[src/rtl/mesm6_vga_blit_if.sv]
// mesm6_vga_blit_if: MESM-6 bus port between the blitter (master) and the videoadapter (slave)
// addr/wr/rd/wdata flow master->slave, rdata/done flow slave->master.
interface mesm6_vga_blit_if;
  logic [14:0] addr;
  logic        wr;
  logic        rd;
  logic [47:0] wdata;
  logic [47:0] rdata;
  logic        done;
  modport master (output addr, wr, rd, wdata, input rdata, done);
  modport slave (input addr, wr, rd, wdata, output rdata, done);
endinterface

[src/rtl/mesm6_vga_blit.sv]
// mesm6_vga_blit: MESM-6 bus initiator filling a linear span of one VGA bit plane
// Ports: clk, reset (async, active-high); command i_start/i_plane/i_base/i_count/i_fill/i_incr;
// status o_busy/o_done/o_err; bus = videoadapter port (master modport).
// Optional read-back verify: define MESM6_VGA_BLIT_VERIFY_EN.
module mesm6_vga_blit #(
  parameter logic [14:0] VGA_BASE = 15'o00000
) (
  input  logic        clk,
  input  logic        reset,
  input  logic        i_start,
  input  logic [1:0]  i_plane,
  input  logic [13:0] i_base,
  input  logic [13:0] i_count,
  input  logic [7:0]  i_fill,
  input  logic        i_incr,
  output logic        o_busy,
  output logic        o_done,
  output logic        o_err,
  mesm6_vga_blit_if.master bus
);
`ifdef MESM6_VGA_BLIT_VERIFY_EN
  typedef enum logic [2:0] {IDLE, SET_ADDR, SET_PLANE, WR_DATA, RB_ADDR, RB_DATA, FIN} state_t;
`else
  typedef enum logic [2:0] {IDLE, SET_ADDR, SET_PLANE, WR_DATA, FIN} state_t;
`endif
  state_t state_q, state_d;
  logic rel_q, rel_d, busy_q, busy_d, done_q, done_d, wr_q, wr_d, incr_q, incr_d;
  logic [14:0] addr_q, addr_d;
  logic [47:0] wdata_q, wdata_d;
  logic [1:0] plane_q, plane_d;
  logic [13:0] cnt_q, cnt_d;
  logic [7:0] fill_q, fill_d;
  logic last, data_st, unused_rdata;
  assign last = cnt_q == 14'd0;
  assign unused_rdata = ^bus.rdata;
`ifdef MESM6_VGA_BLIT_VERIFY_EN
  logic rd_q, rd_d, err_q, err_d;
  logic [13:0] base_q, base_d, cnt0_q, cnt0_d;
  logic [7:0] fill0_q, fill0_d;
  assign data_st = state_q == WR_DATA || state_q == RB_DATA;
  assign bus.rd = rd_q;
  assign o_err = err_q;
  always_ff @(posedge clk or posedge reset)
    if (reset) begin
      rd_q <= 1'b0;
      err_q <= 1'b0;
      base_q <= '0;
      cnt0_q <= '0;
      fill0_q <= '0;
    end else begin
      rd_q <= rd_d;
      err_q <= err_d;
      base_q <= base_d;
      cnt0_q <= cnt0_d;
      fill0_q <= fill0_d;
    end
`else
  assign data_st = state_q == WR_DATA;
  assign bus.rd = 1'b0;
  assign o_err = 1'b0;
`endif
  assign o_busy = busy_q;
  assign o_done = done_q;
  assign bus.wr = wr_q;
  assign bus.addr = addr_q;
  assign bus.wdata = wdata_q;
  always_ff @(posedge clk or posedge reset)
    if (reset) begin
      state_q <= IDLE;
      rel_q <= 1'b0;
      busy_q <= 1'b0;
      done_q <= 1'b0;
      wr_q <= 1'b0;
      addr_q <= {VGA_BASE[14:3], 3'o0};
      wdata_q <= '0;
      plane_q <= '0;
      cnt_q <= '0;
      fill_q <= '0;
      incr_q <= 1'b0;
    end else begin
      state_q <= state_d;
      rel_q <= rel_d;
      busy_q <= busy_d;
      done_q <= done_d;
      wr_q <= wr_d;
      addr_q <= addr_d;
      wdata_q <= wdata_d;
      plane_q <= plane_d;
      cnt_q <= cnt_d;
      fill_q <= fill_d;
      incr_q <= incr_d;
    end
  always_comb begin
    state_d = state_q;
    rel_d = rel_q;
    busy_d = busy_q;
    done_d = 1'b0;
    wr_d = wr_q;
    addr_d = addr_q;
    wdata_d = wdata_q;
    plane_d = plane_q;
    cnt_d = cnt_q;
    fill_d = fill_q;
    incr_d = incr_q;
`ifdef MESM6_VGA_BLIT_VERIFY_EN
    rd_d = rd_q;
    err_d = err_q;
    base_d = base_q;
    cnt0_d = cnt0_q;
    fill0_d = fill0_q;
`endif
    if (state_q == IDLE) begin
      if (i_start) begin
        state_d = SET_ADDR;
        rel_d = 1'b0;
        busy_d = 1'b1;
        wr_d = 1'b1;
        addr_d = {VGA_BASE[14:3], 3'o7};
        wdata_d = {34'd0, i_base};
        plane_d = i_plane;
        cnt_d = i_count;
        fill_d = i_fill;
        incr_d = i_incr;
`ifdef MESM6_VGA_BLIT_VERIFY_EN
        err_d = 1'b0;
        base_d = i_base;
        cnt0_d = i_count;
        fill0_d = i_fill;
`endif
      end
    end else if (state_q == FIN) begin
      state_d = IDLE;
    end else if (!rel_q) begin
      if (bus.done) begin
        rel_d = 1'b1;
        wr_d = 1'b0;
        cnt_d = data_st ? cnt_q - 14'd1 : cnt_q;
        fill_d = data_st ? fill_q + {7'd0, incr_q} : fill_q;
`ifdef MESM6_VGA_BLIT_VERIFY_EN
        rd_d = 1'b0;
        err_d = err_q | (state_q == RB_DATA && bus.rdata[7:0] != fill_q);
`endif
      end
    end else if (!bus.done) begin
      rel_d = 1'b0;
`ifdef MESM6_VGA_BLIT_VERIFY_EN
      state_d = state_q == SET_ADDR ? SET_PLANE :
                (state_q == RB_ADDR || state_q == RB_DATA) ? (last ? FIN : RB_DATA) :
                last ? RB_ADDR : WR_DATA;
      // read-back regenerates the fill sequence from the latched start values
      cnt_d = state_d == RB_ADDR ? cnt0_q : cnt_q;
      fill_d = state_d == RB_ADDR ? fill0_q : fill_q;
      rd_d = state_d == RB_DATA;
      wr_d = state_d != FIN && state_d != RB_DATA;
      addr_d = {VGA_BASE[14:3], state_d == SET_PLANE ? 3'o6 : state_d == RB_ADDR ? 3'o7 : 3'o0};
      wdata_d = state_d == SET_PLANE ? {46'd0, plane_q} :
                state_d == RB_ADDR ? {34'd0, base_q} : {40'd0, fill_q};
`else
      state_d = state_q == SET_ADDR ? SET_PLANE : last ? FIN : WR_DATA;
      wr_d = state_d != FIN;
      addr_d = {VGA_BASE[14:3], state_d == SET_PLANE ? 3'o6 : 3'o0};
      wdata_d = state_d == SET_PLANE ? {46'd0, plane_q} : {40'd0, fill_q};
`endif
      busy_d = state_d != FIN;
      done_d = state_d == FIN;
    end
  end
endmodule

[src/flat_wrapper.sv]
// flat-port wrapper written by rule: the top's interface ports become plain ports
module mesm6_vga_blit_flat 
#(
  parameter logic [14:0] VGA_BASE = 15'o00000
)
  (clk, reset, i_start, i_plane, i_base, i_count, i_fill, i_incr, o_busy, o_done, o_err, bus_addr, bus_wr, bus_rd, bus_wdata, bus_rdata, bus_done);
  mesm6_vga_blit_if bus_i ();
  input  logic clk;
  input  logic reset;
  input  logic i_start;
  input  logic [1:0] i_plane;
  input  logic [13:0] i_base;
  input  logic [13:0] i_count;
  input  logic [7:0] i_fill;
  input  logic i_incr;
  output logic o_busy;
  output logic o_done;
  output logic o_err;
  output wire logic [$bits(bus_i.addr)-1:0] bus_addr;
  output wire logic [$bits(bus_i.wr)-1:0] bus_wr;
  output wire logic [$bits(bus_i.rd)-1:0] bus_rd;
  output wire logic [$bits(bus_i.wdata)-1:0] bus_wdata;
  input wire logic [$bits(bus_i.rdata)-1:0] bus_rdata;
  input wire logic [$bits(bus_i.done)-1:0] bus_done;
  assign bus_addr = bus_i.addr;
  assign bus_wr = bus_i.wr;
  assign bus_rd = bus_i.rd;
  assign bus_wdata = bus_i.wdata;
  assign bus_i.rdata = bus_rdata;
  assign bus_i.done = bus_done;
  mesm6_vga_blit #(.VGA_BASE(VGA_BASE)) u_core (.clk(clk), .reset(reset), .i_start(i_start), .i_plane(i_plane), .i_base(i_base), .i_count(i_count), .i_fill(i_fill), .i_incr(i_incr), .o_busy(o_busy), .o_done(o_done), .o_err(o_err), .bus(bus_i));
endmodule
[config.mk]
export PLATFORM = sky130hd
export DESIGN_NAME = mesm6_vga_blit_flat
export DESIGN_NICKNAME = d
export VERILOG_FILES = /design/src/rtl/mesm6_vga_blit_if.sv /design/src/rtl/mesm6_vga_blit.sv /design/src/flat_wrapper.sv
export SDC_FILE = /design/constraint.sdc
export NUM_CORES = 1
export LEC_CHECK = 0
export CAP_MARGIN = 30
export CORE_MARGIN = 5
export CORE_UTILIZATION = 35
export DETAILED_ROUTE_END_ITERATION = 12
export PLACE_DENSITY = 0.77
export SETUP_SLACK_MARGIN = 0.4
export SYNTH_ARGS = -nofsm -noshare
export SYNTH_HDL_FRONTEND = slang
export SYNTH_SLANG_ARGS = --single-unit
[constraint.sdc]
create_clock -name clk -period 1.92 [get_ports clk]
set_clock_uncertainty 0.05 [all_clocks]
set_input_delay 0.384 -clock clk [delete_from_list [all_inputs] [get_ports clk]]
set_output_delay 0.384 -clock clk [all_outputs]
set_load 0.01 [all_outputs]
### After elaboration in Yosys (flattened, before gate mapping)

Index checks and enable logic that the tools add are counted.
W data, S select, Z words.

| storage, ports and cells | value |
|---|---|
| register bits | 95 |
| input port bits | 91 |
| output and inout bits | 68 |
| word-level logic and storage cells | 86 |

| operators by class | value |
|---|---|
| add/sub/neg operators | 2 |
| equality and inequality tests | 12 |
| mux-type cells | 48 |
| reductions and logical operators | 13 |

Operators by type and width:

| kind | count |
|---|---|
| $mux W48 | 5 |
| $mux W14 | 6 |
| $mux W15 | 5 |
| $mux W8 | 7 |
| $mux W3 | 8 |
| $mux W1 | 17 |
| $logic_not A14 Y1 | 1 |
| $sub A14 B1 Y14 const B | 1 |
| $add A8 B1 Y8 | 1 |
| $reduce_and A4 Y1 | 2 |
| $eq A3 B2 Y1 const B | 2 |
| $eq A3 B3 Y1 const B | 2 |
| $ne A3 B3 Y1 const B | 2 |
| $reduce_bool A2 Y1 | 3 |
| $reduce_bool A3 Y1 | 2 |
| $reduce_and A5 Y1 | 1 |
| $ne A2 B1 Y1 const B | 2 |
| $ne A2 B2 Y1 const B | 2 |
| $reduce_and A2 Y1 | 2 |
| $eq A3 B1 Y1 const B | 1 |
| $logic_not A3 Y1 | 1 |
| $ne A3 B1 Y1 const B | 1 |
| $reduce_and A3 Y1 | 1 |

### Longest topological paths before layout

| depth | value |
|---|---|
| depth in word-level cells | 9 |
| mapped depth | 7 |

### Worst setup path after synthesis

OpenSTA, ideal clock, no wires.

| timing path | value |
|---|---|
| kind | register to register |
| start point | register u_core.cnt_q[0] |
| end point | register u_core.state_q[0] |
| library setup time | 0.124 ns |
| arrival | 1.915 ns |
| required time | 1.746 ns |
| path slack | -0.169 ns |
| cell stages (with the launch flop) | 8 |
| buffers on the path | 1 |
| cells stage by stage | dfrtp_1 inv_1 ha_1 or4b_1 buf_2 nor4_4 o21ai_1 a211o_1 |

| between the ends | value |
|---|---|
| word-level cells in the longest chain between the ends | 7 |

RTL lines:

| item | line | RTL |
|---|---|---|
| start: declaration | mesm6_vga_blit.sv:31 | `logic [13:0] cnt_q, cnt_d;` |
| start signal: assignment | mesm6_vga_blit.sv:89 | `cnt_q <= cnt_d;` |
| $logic_not A14 Y1 | mesm6_vga_blit.sv:34 | `assign last = cnt_q == 14'd0;` |
| $mux W3 (2 in series) | mesm6_vga_blit.sv:159 | `state_d = state_q == SET_ADDR ? SET_PLANE : last ? FIN : WR_DATA;` |
| $mux W3 | mesm6_vga_blit.sv:144 | `end else if (!bus.done) begin` |
| $mux W3 | mesm6_vga_blit.sv:133 | `end else if (!rel_q) begin` |
| $mux W3 | mesm6_vga_blit.sv:131 | `end else if (state_q == FIN) begin` |
| $mux W3 | mesm6_vga_blit.sv:112 | `if (state_q == IDLE) begin` |
| end signal: assignment | mesm6_vga_blit.sv:81 | `state_q <= state_d;` |
| end: declaration | mesm6_vga_blit.sv:26 | `state_t state_q, state_d;` |

No other way between the ends. The select of a mux whose other input is x is not followed.
A chain may end at the register's enable or synchronous reset.

### Final worst setup path

Same ends and word-level chain as after synthesis.

==> impl_metrics.env <==
export IMPL_status="finished, violations left"
export IMPL_failed_checks="negative setup slack"
export IMPL_num_io_pins=159
export IMPL_synth_top_family_by_area="compound AO/OA/AOI/OAI gates"
export IMPL_fmax_mhz=519.3
export IMPL_p_per_area_nw_per_um2=1044
export IMPL_grt_pass1_wl_um=11700
export IMPL_syn_inst=320
export IMPL_core_um2=8093
export IMPL_cp_data_arrival_time_ps=2060
export IMPL_routed_wirelength_um=7330
export IMPL_crit_fanout=5
export IMPL_h_tree_depth=2
export IMPL_drive_above_1_share=0.1897
export IMPL_leakage_nw=1.775
export IMPL_synth_xor_area_frac=0
export IMPL_synth_cell_type_count=48
export IMPL_drv_cap=0
export IMPL_dpl_worst_slack_ps=-182.9
export IMPL_clockBufferDepth=2
export IMPL_via_count=2555
export IMPL_critPathCaptureType="register"
export IMPL_drt_initial_drc_count=101
export IMPL_synthFlopType="dfrtp_1"
export IMPL_fin_util=0.4835
export IMPL_ys_ff_latch=48
export IMPL_min_path_type="register to register"
export IMPL_critPathLaunchType="register"
export IMPL_synth_area_per_cell_um2=8.993
export IMPL_rsz0062_at_grt="true"
export IMPL_initial_core_util=0.3556
export IMPL_ir_worst_vdd_mv=0.4988
export IMPL_drc_errors=0
export IMPL_antenna_cells=0
export IMPL_reg2reg_depth=6
export IMPL_dieArea_um2=10140
export IMPL_row_count=33
export IMPL_r2r_start="u_core.cnt_q[0]$_DFFE_PP0P_"
export IMPL_groute_usage_overall=0.1412
export IMPL_fin_crit_ps=1925
export IMPL_syn2layout_area_growth_pct=35.96
export IMPL_cts_buffers=5
export IMPL_setup_viol=1
export IMPL_hold_path_endpoint="u_core.bus.addr[0]$_DFFE_PP0P_"
export IMPL_gr_total_overflow=0
export IMPL_holdWs_ps=431.0
export IMPL_antenna_found_initial=0
export IMPL_hpwl_um=5420
export IMPL_grt_pass1_vias=2457
export IMPL_ys_warn_count=0
export IMPL_die_h_um=100.7
export IMPL_hp_start="u_core.bus.addr[0]$_DFFE_PP0P_"
export IMPL_place_gp_congestion=0.8463
export IMPL_die_width_um=100.7
export IMPL_total_power_mw=4.084
export IMPL_critical_path_class="register to register"
export IMPL_syn_cell_area_um2=2878
export IMPL_synthSimpleGateAreaFrac=0.1722
export IMPL_viasPerCell=5.000
export IMPL_cts_sinks=48
export IMPL_fill_cells=794
export IMPL_synthMuxAreaShare=0.01870
export IMPL_synth_fa_ha_area_frac=0.01304
export IMPL_cts_tree="built"
export IMPL_root_buffer="clkbuf_8"
export IMPL_final_antenna_net_count=0
export IMPL_synth_compound_area_frac=0.2126
export IMPL_period_share=1.003
export IMPL_hold_viol=0
export IMPL_synth_edf_count=0
export IMPL_fin_tns_setup_ps=-5.496
export IMPL_r2r_end="u_core.state_q[0]$_DFFE_PP0P_"
export IMPL_grt_max_degree=49
export IMPL_async_reset_ff_frac=1.000
export IMPL_portBuffers=62
export IMPL_ys_seq_area_frac=0.4174
export IMPL_first_pass_iters=4
export IMPL_clk_pin_slew_ps=100
export IMPL_post_drt_wl_per_cell_um=14.34
export IMPL_cp_required_ps=2050
export IMPL_finalNetCount=499
export IMPL_whs_path_depth=1
export IMPL_finalMaxSlewViolations=0
export IMPL_clock_latency_ps=300
export IMPL_r2r_slack_ps=-5
export IMPL_setup_slack_ps=-5.496
## state kept, by name, summed over array words and instances, names as in the netlist
register          cells
u_core.bus.addr       2
u_core.bus.wdata     14
u_core.bus.wr         1
u_core.cnt_q         14
u_core.fill_q         8
u_core.incr_q         1
u_core.o_busy         1
u_core.o_done         1
u_core.plane_q        2
u_core.rel_q          1
u_core.state_q        3
## synthesized netlist by cell type, drive strengths merged, types with 6 or more instances
cell type / instances / area [µm²]
a21oi: 28 / 143.9
a221o: 6 / 60.06
a22o: 6 / 52.55
a2bb2oi: 7 / 61.31
buf: 56 / 402.9
clkbuf: 12 / 45.04
dfrtp: 48 / 1201
inv: 7 / 26.28
nand2: 27 / 101.4
nand3: 10 / 50.05
nor2: 25 / 93.84
o21ai: 24 / 120.1
## worst max-delay path by stage
stage	startpoint	to	slack, ps	depth (start not counted)
final	u_core.cnt_q[0]$_DFFE_PP0P_	u_core.state_q[0]$_DFFE_PP0P_	-5	6
after global routing	u_core.cnt_q[0]$_DFFE_PP0P_	u_core.state_q[0]$_DFFE_PP0P_	-90	6
after CTS	u_core.cnt_q[0]$_DFFE_PP0P_	u_core.state_q[0]$_DFFE_PP0P_	-30	6
after detailed placement	i_start	u_core.cnt_q[10]$_DFFE_PP0P_	-180	6
after global placement	i_start	u_core.cnt_q[10]$_DFFE_PP0P_	-150	6
after floorplan	u_core.cnt_q[1]$_DFFE_PP0P_	u_core.state_q[0]$_DFFE_PP0P_	10	7
## layout by cell type, fill, tap and decap left out, types with 7 or more instances in the layout
cell type        count
conb_1              48
dfrtp_1             48
clkdlybuf4s50_1     41
buf_4               33
nand2_1             27
nor2_1              25
a21oi_1             21
dlygate4sd2_1       21
o21ai_1             17
nand3_1             10
o21ai_0              7
## critical path, stage by stage (launching register included)
cell and delay, ps:
dfrtp_1 410, inv_2 80, ha_4 120, or4b_4 490
nor4_4 280, o21ai_1 120, a211o_1 260
## metrics by stage
step / cells / instance area [µm²]
2_1_floorplan: 367 / 3233
3_3_place_gp: 499 / 3725
3_5_place_dp: 499 / 3725
4_1_cts: 508 / 3836
5_1_grt: 511 / 3913
6_report: 511 / 3913
## logic make-up (layout without fill, tap and decap cells)
group / after synthesis / in the layout
fa+ha+maj: 3 / 3
mux: 5 / 5
simple gates: 94 / 94
flops: 48 / 48
buf+inv: 75 / 114
other cells: 1 / 48
compound gates: 94 / 94
## where the power goes
part           internal (mW)  switching (mW)  leakage (nW)
clock                  0.426           0.346        0.0614
sequential              1.34           0.284         0.589
combinational          0.866           0.825          1.12
total                   2.63            1.46          1.77
## cell type report
class	instances	area [µm²]	area share
multi-input cells	244	1506	0.3850
inverters	7	30.03	0.007675
clock inverters	2	38.79	0.009914
clock buffers	6	82.58	0.02111
flip-flops and latches	48	1201	0.3070
repair buffers	99	922.1	0.2357
well taps	105	131.4	0.03358
## layer usage
metal / vias up / global-route usage / part of all wire
met5: - / 0 / 0
met4: 0 / 0.04456 / 0.013
met3: 8 / 0.03253 / 0.072
met2: 89 / 0.2314 / 0.49
met1: 1232 / 0.1843 / 0.43
li1: 1226 / - / -
## what timing repair did
item                                    CTS  global route
gates resized for setup                  23             9
endpoints found under the setup margin   67            48
pin swaps                                 0             5
hold buffers                              0             0
buffers inserted                          1             3
(Power assumes the default switching activity.)
